--- src/rtl/pci_pkg.sv ---
// Shared types and constants for the PCI bus arbiter and its helpers.
package pci_pkg;

    typedef enum logic [1:0] {
        ST_IDLE,
        ST_GRANT,
        ST_ACTIVE,
        ST_DRAIN
    } arb_state_t;

    // PCI control lines are active-low.
    localparam logic PCI_ASSERTED   = 1'b0;
    localparam logic PCI_DEASSERTED = 1'b1;

    localparam int PCI_DEF_GNT_TIMEOUT = 16;

endpackage

--- src/rtl/pci_rr_picker.sv ---
// Circular priority encoder over active-low requests, starting at ptr.
module pci_rr_picker
    import pci_pkg::*;
#(
    parameter int N     = 4,
    parameter int PTR_W = 2
) (
    input  logic [N-1:0]     req_n,
    input  logic [PTR_W-1:0] ptr,
    output logic [PTR_W-1:0] winner,
    output logic             any_req
);

    int               w_idx_int;
    logic [PTR_W-1:0] w_idx;

    // Scan from the farthest slot back to ptr so the closest requester is written last.
    always_comb begin
        winner    = ptr;
        any_req   = 1'b0;
        w_idx_int = 0;
        w_idx     = '0;
        for (int k = N - 1; k >= 0; k--) begin
            w_idx_int = int'(ptr) + k;
            if (w_idx_int >= N) begin
                w_idx_int = w_idx_int - N;
            end
            w_idx = PTR_W'(w_idx_int);
            if (req_n[w_idx] == PCI_ASSERTED) begin
                winner  = w_idx;
                any_req = 1'b1;
            end
        end
    end

endmodule

--- src/rtl/pci_bus_arbiter.sv ---
// Round-robin PCI bus arbiter with grant timeout and bus-ownership tracking.
// Optional bus parking on an idle bus is enabled by defining PCI_ARB_PARK_EN.
module pci_bus_arbiter
    import pci_pkg::*;
#(
    parameter int N_MASTERS   = 4,
    parameter int GNT_TIMEOUT = PCI_DEF_GNT_TIMEOUT,
    parameter int PARK_MASTER = 0
) (
    input  logic                         Clock,
    input  logic                         RST,
    input  logic [N_MASTERS-1:0]         Req,
    input  logic                         Frame,
    input  logic                         Irdy,
    output logic [N_MASTERS-1:0]         Gnt,
    output logic [$clog2(N_MASTERS)-1:0] BusOwner,
    output logic                         BusIdle
);

    localparam int OWN_W = $clog2(N_MASTERS);
    localparam int TMR_W = (GNT_TIMEOUT > 1) ? $clog2(GNT_TIMEOUT) : 1;
    localparam logic [TMR_W-1:0] TMR_LAST = TMR_W'(GNT_TIMEOUT - 1);
    localparam logic [N_MASTERS-1:0] GNT_NONE = '1;

    arb_state_t            r_state;
    arb_state_t            w_state_nxt;
    logic [N_MASTERS-1:0]  r_gnt;
    logic [N_MASTERS-1:0]  w_gnt_nxt;
    logic [OWN_W-1:0]      r_owner;
    logic [OWN_W-1:0]      w_owner_nxt;
    logic [OWN_W-1:0]      r_ptr;
    logic [OWN_W-1:0]      w_ptr_nxt;
    logic [TMR_W-1:0]      r_timer;
    logic [TMR_W-1:0]      w_timer_nxt;
    logic                  r_idle;

    logic                  w_idle_now;
    logic [OWN_W-1:0]      w_winner;
    logic                  w_any_req;
    logic                  w_own_req;
    logic                  w_other_req;
    logic [N_MASTERS-1:0]  w_owner_mask;

    function automatic logic [N_MASTERS-1:0] gnt_for(input logic [OWN_W-1:0] idx);
        return ~(N_MASTERS'(1) << idx);
    endfunction

    pci_rr_picker #(
        .N     (N_MASTERS),
        .PTR_W (OWN_W)
    ) u_picker (
        .req_n   (Req),
        .ptr     (r_ptr),
        .winner  (w_winner),
        .any_req (w_any_req)
    );

    assign w_idle_now   = (Frame == PCI_DEASSERTED) && (Irdy == PCI_DEASSERTED);
    assign w_owner_mask = N_MASTERS'(1) << r_owner;
    assign w_own_req    = (Req[r_owner] == PCI_ASSERTED);
    // Masking the owner's bit high leaves only competing requests low.
    assign w_other_req  = |(~(Req | w_owner_mask));

`ifdef PCI_ARB_PARK_EN
    logic w_parked;
    assign w_parked = (r_gnt != GNT_NONE);
`endif

    always_comb begin
        w_state_nxt = r_state;
        w_gnt_nxt   = r_gnt;
        w_owner_nxt = r_owner;
        w_ptr_nxt   = r_ptr;
        w_timer_nxt = r_timer;

        unique case (r_state)
            ST_IDLE: begin
`ifdef PCI_ARB_PARK_EN
                if (w_parked && Frame == PCI_ASSERTED) begin
                    w_state_nxt = ST_ACTIVE;
                end else if (w_any_req && w_parked) begin
                    // Unpark first so the new winner gets a turnaround cycle.
                    w_gnt_nxt = GNT_NONE;
                end else if (w_any_req) begin
                    w_gnt_nxt   = gnt_for(w_winner);
                    w_owner_nxt = w_winner;
                    w_timer_nxt = '0;
                    w_ptr_nxt   = (w_winner == OWN_W'(N_MASTERS - 1)) ? '0 : w_winner + 1'b1;
                    w_state_nxt = ST_GRANT;
                end else if (w_idle_now) begin
                    w_gnt_nxt   = gnt_for(OWN_W'(PARK_MASTER));
                    w_owner_nxt = OWN_W'(PARK_MASTER);
                end
`else
                if (w_any_req) begin
                    w_gnt_nxt   = gnt_for(w_winner);
                    w_owner_nxt = w_winner;
                    w_timer_nxt = '0;
                    w_ptr_nxt   = (w_winner == OWN_W'(N_MASTERS - 1)) ? '0 : w_winner + 1'b1;
                    w_state_nxt = ST_GRANT;
                end else begin
                    w_gnt_nxt = GNT_NONE;
                end
`endif
            end
            ST_GRANT: begin
                if (Frame == PCI_ASSERTED) begin
                    w_state_nxt = ST_ACTIVE;
                end else if (!w_own_req) begin
                    w_gnt_nxt   = GNT_NONE;
                    w_state_nxt = ST_IDLE;
                end else if (r_timer == TMR_LAST && w_idle_now) begin
                    w_gnt_nxt   = GNT_NONE;
                    w_state_nxt = ST_IDLE;
                end else if (r_timer != TMR_LAST) begin
                    w_timer_nxt = r_timer + 1'b1;
                end
            end
            ST_ACTIVE: begin
                if (w_other_req || !w_own_req) begin
                    w_gnt_nxt   = GNT_NONE;
                    w_state_nxt = ST_DRAIN;
                end
            end
            ST_DRAIN: begin
                w_gnt_nxt = GNT_NONE;
                if (w_idle_now) begin
                    w_state_nxt = ST_IDLE;
                end
            end
            default: begin
                w_gnt_nxt   = GNT_NONE;
                w_state_nxt = ST_IDLE;
            end
        endcase
    end

    always_ff @(posedge Clock) begin
        if (RST) begin
            r_state <= ST_IDLE;
            r_gnt   <= GNT_NONE;
            r_owner <= '0;
            r_ptr   <= '0;
            r_timer <= '0;
            r_idle  <= 1'b1;
        end else begin
            r_state <= w_state_nxt;
            r_gnt   <= w_gnt_nxt;
            r_owner <= w_owner_nxt;
            r_ptr   <= w_ptr_nxt;
            r_timer <= w_timer_nxt;
            r_idle  <= w_idle_now;
        end
    end

    assign Gnt      = r_gnt;
    assign BusOwner = r_owner;
    assign BusIdle  = r_idle;

    a_park_idx: assert property (@(posedge Clock) PARK_MASTER < N_MASTERS);

    a_one_gnt: assert property (@(posedge Clock) disable iff (RST)
        $countones(~Gnt) <= 1);

    // A grant may only move to another master through an all-deasserted cycle.
    a_dead_cycle: assert property (@(posedge Clock) disable iff (RST)
        (Gnt != GNT_NONE && $past(Gnt) != GNT_NONE) |-> (Gnt == $past(Gnt)));

endmodule

--- config.mk ---
export PLATFORM = sky130hd
export DESIGN_NAME = pci_bus_arbiter
export DESIGN_NICKNAME = d
export VERILOG_FILES = /design/src/rtl/pci_pkg.sv /design/src/rtl/pci_rr_picker.sv /design/src/rtl/pci_bus_arbiter.sv
export SDC_FILE = /design/constraint.sdc
export NUM_CORES = 1
export LEC_CHECK = 0
export CORE_MARGIN = 5
export CORE_UTILIZATION = 45
export DETAILED_ROUTE_END_ITERATION = 6
export DONT_BUFFER_PORTS = 1
export GPL_ROUTABILITY_DRIVEN = 0
export SLEW_MARGIN = 15
export SYNTH_ARGS = -nofsm -noshare
export SYNTH_HDL_FRONTEND = slang
export SYNTH_SLANG_ARGS = --single-unit
--- constraint.sdc ---
create_clock -name Clock -period 6.8 [get_ports Clock]
set_clock_uncertainty 0.1 [all_clocks]
set_input_delay 2.04 -clock Clock [delete_from_list [all_inputs] [get_ports Clock]]
set_output_delay 2.04 -clock Clock [all_outputs]
set_load 0.02 [all_outputs]
==> reports/qor.log, run 1 <==
INFO  timing         tightest_slew=0.602ns
INFO  detailed_routing detail_route.wl_per_cell=13.9um
INFO  final_layout   utilization=0.489
INFO  final_layout   share_of_post_route_cells_with_drive_strength_above_1=0.0874
INFO  final_layout   area_growth=3.69%
INFO  critical_path  crit_path_start_kind=input port
INFO  critical_path  rrSetupSlack=4.51ns
INFO  min_path       hold-path-endpoint=r_timer[1]
INFO  timing         final.period_utilization=0.485
INFO  final_layout   final_nets=117
INFO  clocking       cts_tree=yes
INFO  detailed_routing finalWirelength=1800um
INFO  clocking       cts_max_path_buffers=2
INFO  synth          compound_gate_portion_of_the_synthesized_area=0.204
INFO  placed_design  port-buffer-count=0
INFO  timing         finalHoldViolCount=0
INFO  power          power_density_relative_to_cell_area=219nW/um^2
INFO  synth          syn-instance-count=104
INFO  clocking       cts_root_buf=clkbuf_4
INFO  detailed_routing avgViaCountPerCell=5.64
INFO  min_path       min_path_cells=2
INFO  clocking       cts_sinks=15
INFO  detailed_routing detailroute.via_count=733
INFO  synth          synthMuxAreaShare=0.0820
INFO  timing         timing_max_transition_violations_final=0
INFO  clocking       cts_repair_resize_count=0
INFO  grt            grt_remaining_overflow=0
INFO  final_layout   fillerInstances=205
INFO  synth          synth-simple-area-share=0.249
INFO  grt            wire_length_of_the_first_global_routing_pass=3110um
INFO  detailed_routing dr.first_iter.drc_count=10
INFO  detailed_routing post-route-drc-count=0
INFO  timing         rsz0062_at_grt=no
INFO  floorplan      die-width=55.1um
INFO  synth          syn_area_per_cell=8.81um^2
INFO  timing         setup_viol=0
INFO  grt            grt_start_max_net_pins=13
INFO  critical_path  timing.setup.critical_path_class=in2reg
INFO  min_path       hold_class=reg2reg
INFO  critical_path  critical_path_peak_fanout=12
INFO  timing         min_period=3.30ns
INFO  synth          postSynthRegisterBits=15
INFO  critical_path  r2r-end=r_timer[0]
INFO  synth          synthesized_area_fraction_occupied_by_xor_and_xnor_cells=0.0191
INFO  synth          syn-num-nets=117
INFO  floorplan      design.core.area=1940um^2
INFO  clocking       worst_skew_pair.late_latency=0.28ns
INFO  placed_design  final_hpwl_from_detailed_placement=1360um
INFO  grt            antenna_violations_before_repair=0
INFO  synth          seq_area_frac_synth=0.328
INFO  critical_path  cpMaxStageDelayCell=mux4_2
INFO  synth          post_synth_instance_area=916um^2
INFO  timing         slew_headroom=0.598
INFO  critical_path  worstPathCellList=mux4_2 > nor4b_4 > mux2_2 > nor2_1
INFO  critical_path  timing.rr.start=BusOwner[1]
INFO  clocking       count_of_buffers_added_by_post_cts_timing_repair_for_setup=0
INFO  critical_path  reg2reg_depth=4
INFO  power          cellLeakagePower=0.367nW
INFO  floorplan      placement_rows=16
INFO  clocking       cts_buffers=3
INFO  clocking       cts_hold_repair.buffers=0
INFO  clocking       htreeDepth=1
INFO  power          worst_ir_drop_vdd=113uV
INFO  final_layout   antennaDiodeCount=0
INFO  synth          synth.distinct_cells=35
INFO  floorplan      boundaryPins=15
INFO  critical_path  cp_data_required_time=6.92ns
INFO  floorplan      initial_utilization=0.472
INFO  clocking       cts.clk_slew.worst_paths=0.09ns
INFO  synth          yosys.area_share.adder=0.0683
INFO  timing         setup_total_negative_slack=0ns
INFO  critical_path  crit_path_max_incr_delay=0.51ns
INFO  timing         achievable-frequency=0.303GHz
INFO  grt            grt.total_usage=0.143
INFO  synth          synth_top_family_by_area=simple AND/OR/NAND/NOR gates
INFO  job            timing.max_cap.violations=0
INFO  min_path       hold_path.startpoint=r_timer[1]
INFO  synth          synth.yosys.warnings=0
INFO  run_status     outcome=finished clean
INFO  floorplan      die_h=55.1um
INFO  critical_path  worst_setup_path_end_kind=flop
INFO  floorplan      die_area=3040um^2
INFO  grt            grt_pass1_vias=731
INFO  critical_path  worst_ep_arrival_time=3.42ns
INFO  detailed_routing detailedRoute.firstPassIterationCount=4
INFO  detailed_routing drt.antenna.violating_nets=0
## state kept, by name, indices dropped and copies added, names as in the netlist, named ones only
register and count:
BusIdle 1, Gnt 4, r_ptr 2, r_state 1
r_timer 4, BusOwner 2
## synth_stat cells
| cell | count | area, um^2 |
|---|---|---|
| nand3_1 | 1 | 5.00 |
| dfxtp_1 | 15 | 300 |
| buf_6 | 1 | 11.3 |
| and3_1 | 1 | 6.26 |
| o211a_1 | 2 | 20.0 |
| a2bb2oi_1 | 5 | 43.8 |
| nor2_2 | 1 | 6.26 |
| nor2b_1 | 4 | 25.0 |
| mux2_2 | 2 | 22.5 |
| mux4_2 | 1 | 22.5 |
| nor2_1 | 6 | 22.5 |
| mux2i_1 | 3 | 30.0 |
| o22ai_1 | 1 | 6.26 |
| nand4_1 | 2 | 12.5 |
| a21oi_1 | 7 | 35.0 |
| and4_1 | 1 | 8.76 |
| a221oi_1 | 1 | 8.76 |
| nand2_1 | 13 | 48.8 |
| nand3b_1 | 2 | 15.0 |
| a22o_1 | 2 | 17.5 |
| clkbuf_1 | 3 | 11.3 |
| nand4bb_1 | 1 | 11.3 |
| nor3b_1 | 1 | 7.51 |
| nand4b_1 | 1 | 8.76 |
| nand2b_1 | 3 | 18.8 |
| xor2_1 | 2 | 17.5 |
| a31oi_1 | 1 | 6.26 |
| ha_1 | 5 | 62.6 |
| inv_1 | 5 | 18.8 |
| nor4b_4 | 1 | 23.8 |
| o21ai_0 | 5 | 25.0 |
| clkbuf_2 | 1 | 5.00 |
| o2111ai_1 | 1 | 8.76 |
| o31ai_1 | 2 | 15.0 |
| and2b_1 | 1 | 7.51 |
## area by class of cell
class / count / area [um^2] / share of cell area
Clock buffer: 3 / 22.5 / 0.0237
Clock inverter: 1 / 5.00 / 0.00527
Inverter: 5 / 18.8 / 0.0198
Multi-Input combinational cell: 79 / 569 / 0.599
Sequential cell: 15 / 300 / 0.316
Tap cell: 27 / 33.8 / 0.0356
## per-layer routing
layer / share of wire / global-route usage
met3: 0.034 / 0.0241
met4: 0.0055 / 0.0729
met1: 0.47 / 0.174
met5: 0 / 0
met2: 0.49 / 0.240
## cells by family (layout without fill, tap and decap cells)
family,count (synthesis),count (layout)
compound gates,27,27
xor+xnor,2,2
fa+ha+maj,5,5
buf+inv,10,9
flops,15,15
mux,6,6
simple gates,39,39
## per-stage QoR
stage	hold WS, ns	area (um^2)	total power [W]	setup WS, ns	std cells
after floorplan	0.375	916	0.000153	3.15	104
after global placement	0.389	922	0.000158	3.26	126
after detailed placement	0.392	922	0.000159	3.23	126
after CTS	0.408	950	0.000211	3.53	130
after global routing	0.446	950	0.000225	3.47	130
final	0.409	950	0.000208	3.50	130
## critical path: cells and delay by family
kind / cells / cell delay [ns]
multiplexers: 2 / 0.88
AND/OR/NAND/NOR: 2 / 0.49
## how the worst max path moves through the flow
stage,from,to,slack [ns],depth (start not counted)
after global placement,Req[3],r_timer[0],3.26,4
after floorplan,Req[1],r_timer[0],3.15,5
after CTS,Req[3],r_timer[0],3.53,4
final,Req[3],r_timer[0],3.50,4
after global routing,Req[0],Gnt[2],3.47,6
after detailed placement,Req[3],r_timer[0],3.23,4
## power breakdown
part           internal (W)  switching (W)
clock network     0.0000218      0.0000297
registers         0.0000955      0.0000151
logic             0.0000230      0.0000227
## layout by cell type (no fill, tap or decap), drive strengths merged, types with 2 or more instances in the layout
master   count
nor2         7
o211a        2
clkbuf       3
o21ai        5
mux2i        3
inv          5
nor2b        4
mux2         2
nand3b       2
a21oi        7
xor2         2
o31ai        2
a2bb2oi      5
nand2b       3
ha           5
a22o         2
dfxtp       15
nand2       13
nand4        2
No activity file was read; power rests on OpenSTA's default activity.
==> inputs of run 2 (changes only) <==
Clock period 6.8 ns to 2.6 ns, I/O delays scaled along.
==> run 2 against run 1 <==
Effect of this change: sequential power grew to 2.6 times the previous value; utilization is 0.39 points higher; die area stayed put.
==> reports/qor.log, run 2 (synthesis results as in run 1) <==
INFO  critical_path  crit_path_start_kind=input port
INFO  timing         setup_total_negative_slack=0ns [unchanged]
INFO  placed_design  dp_cells=127 [+0.79%]
INFO  final_layout   final_nets=118 [+0.85%]
INFO  detailed_routing detailedRoute.firstPassIterationCount=3 [-1]
INFO  floorplan      die-width=55.1um [unchanged]
INFO  placed_design  final_hpwl_from_detailed_placement=1380um [+0.99%]
INFO  final_layout   final_cell_mix=dfxtp_1 (15), nand2_1 (13), a21oi_1 (7), nor2_1 (6)
INFO  final_layout   final_common_cell=dfxtp_1
INFO  critical_path  worst_setup_path_end_kind=flop
INFO  final_layout   layout.cells.non_filler=131 [+0.77%]
INFO  floorplan      die_h=55.1um [unchanged]
INFO  timing         finalHoldViolCount=0 [unchanged]
INFO  critical_path  cp_data_required_time=2.73ns [-4.19 ns]
INFO  critical_path  timing.critical_path.from=Req[3]
INFO  run_status     outcome=finished clean
INFO  critical_path  worst_ep_arrival_time=2.15ns [-1.27 ns]
INFO  clocking       cts_tree=yes
INFO  min_path       min_path_cells=2 [unchanged]
INFO  critical_path  critical_path_peak_fanout=12 [unchanged]
INFO  grt            antenna_violations_before_repair=0 [unchanged]
INFO  clocking       htreeDepth=1 [unchanged]
INFO  timing         tightest_slew=0.598ns [-0.00421 ns]
INFO  floorplan      boundaryPins=15 [unchanged]
INFO  grt            grt_pass1_vias=723 [-1.1%]
INFO  min_path       hold_class=reg2reg
INFO  final_layout   share_of_post_route_cells_with_drive_strength_above_1=0.0962 [+0.00878]
INFO  timing         achievable-frequency=0.493GHz
INFO  grt            wire_length_of_the_first_global_routing_pass=3080um [-0.87%]
INFO  placed_design  port-buffer-count=0 [unchanged]
INFO  clocking       cts_repair_resize_count=0 [unchanged]
INFO  detailed_routing detail_route.wl_per_cell=13.6um [-1.5%]
INFO  job            timing.max_cap.violations=0 [unchanged]
INFO  power          power_density_relative_to_cell_area=566nW/um^2 [+160%]
INFO  clocking       cts_root_buf=clkbuf_4
INFO  timing         setup_viol=0 [unchanged]
INFO  timing         slew_headroom=0.601 [+0.00281]
INFO  timing         final.period_utilization=0.780
INFO  clocking       cts.clk_slew.worst_paths=0.09ns [about the same]
INFO  clocking       cts_hold_repair.buffers=0 [unchanged]
INFO  power          cellLeakagePower=0.372nW [+1.5%]
INFO  timing         min_period=2.03ns
INFO  detailed_routing avgViaCountPerCell=5.50 [-2.5%]
INFO  floorplan      initial_utilization=0.472 [unchanged]
INFO  clocking       worst_skew_pair.late_latency=0.28ns [about the same]
INFO  final_layout   area_growth=4.51%
INFO  detailed_routing post-route-drc-count=0 [unchanged]
INFO  grt            grt_remaining_overflow=0 [unchanged]
INFO  detailed_routing finalWirelength=1790um [-0.78%]
INFO  critical_path  reg2reg_depth=4 [unchanged]
INFO  power          worst_ir_drop_vdd=298uV [+160%]
INFO  floorplan      placement_rows=16 [unchanged]
INFO  clocking       cts_sinks=15 [unchanged]
INFO  clocking       cts_buffers=3 [unchanged]
INFO  timing         timing_max_transition_violations_final=0 [unchanged]
INFO  final_layout   utilization=0.493 [+0.00387]
INFO  floorplan      design.core.area=1940um^2 [unchanged]
INFO  min_path       hold_path.startpoint=r_timer[1]
INFO  grt            grt.total_usage=0.142 [-0.000399]
INFO  final_layout   antennaDiodeCount=0 [unchanged]
INFO  detailed_routing dr.first_iter.drc_count=3 [-7]
INFO  detailed_routing detailroute.via_count=720 [-1.8%]
INFO  critical_path  timing.rr.start=BusOwner[0]
INFO  floorplan      die_area=3040um^2 [unchanged]
INFO  clocking       count_of_buffers_added_by_post_cts_timing_repair_for_setup=0 [unchanged]
INFO  final_layout   fillerInstances=202 [-1.5%]
INFO  detailed_routing drt.antenna.violating_nets=0 [unchanged]
INFO  grt            grt_start_max_net_pins=13 [unchanged]
INFO  critical_path  timing.setup.critical_path_class=in2reg
INFO  timing         rsz0062_at_grt=no
INFO  clocking       cts_max_path_buffers=2 [unchanged]
-- run 2: cell count changes in the layout (fill, tap and decap cells not counted), sizes merged --
cell | previous run | this run
buf | 0 | 1
-- run 2: final timing paths --
check | end | slack (ns)
worst max-delay path | r_timer[0] | 0.57
worst min-delay path | r_timer[1] | 0.41
worst max register to register | r_timer[0] | 0.57
worst min register to register | r_timer[1] | 0.41
-- run 2: through the flow --
step                hold WS [ns]  instance area (um^2)  setup WS (ns)  power, W
global placement           0.389                   930          0.322  0.000416
CTS                        0.411                   957          0.571  0.000549
detailed placement         0.396                   930          0.280  0.000419
finish                     0.410                   957          0.573  0.000542
global route               0.427                   957          0.481  0.000583
floorplan                  0.375                   916          0.212  0.000400
-- run 2: power by group --
group / switching [W] / internal, W / total [W] / leakage [nW]
registers: 0.0000339 / 0.000250 / 0.000284 / 0.123
logic: 0.0000663 / 0.0000626 / 0.000129 / 0.231
clock network: 0.0000724 / 0.0000571 / 0.000129 / 0.0177
-- run 2: worst max-delay path, cell delays in order --
cell and delay, ns:
mux4_2 0.52, nor4b_4 0.40, mux2_2 0.37, nor2_1 0.08
-- run 2: layer usage --
metal  vias to the layer above  routed length (um)  global-route usage
met5                         -                   0                   0
met4                         0                  12              0.0445
met3                         2                  84              0.0509
met2                        10                 877               0.244
met1                       330                 814               0.164
li1                        378                   -                   -
-- run 2: area by class of cell --
cell class,instances,area (um^2),share of cell area
sequential,15,300,0.314
multi-input combinational,79,569,0.595
inverter,5,18.8,0.0196
clock inverter,1,5.00,0.00523
tap,27,33.8,0.0353
timing repair buffer,1,7.51,0.00784
clock buffer,3,22.5,0.0235
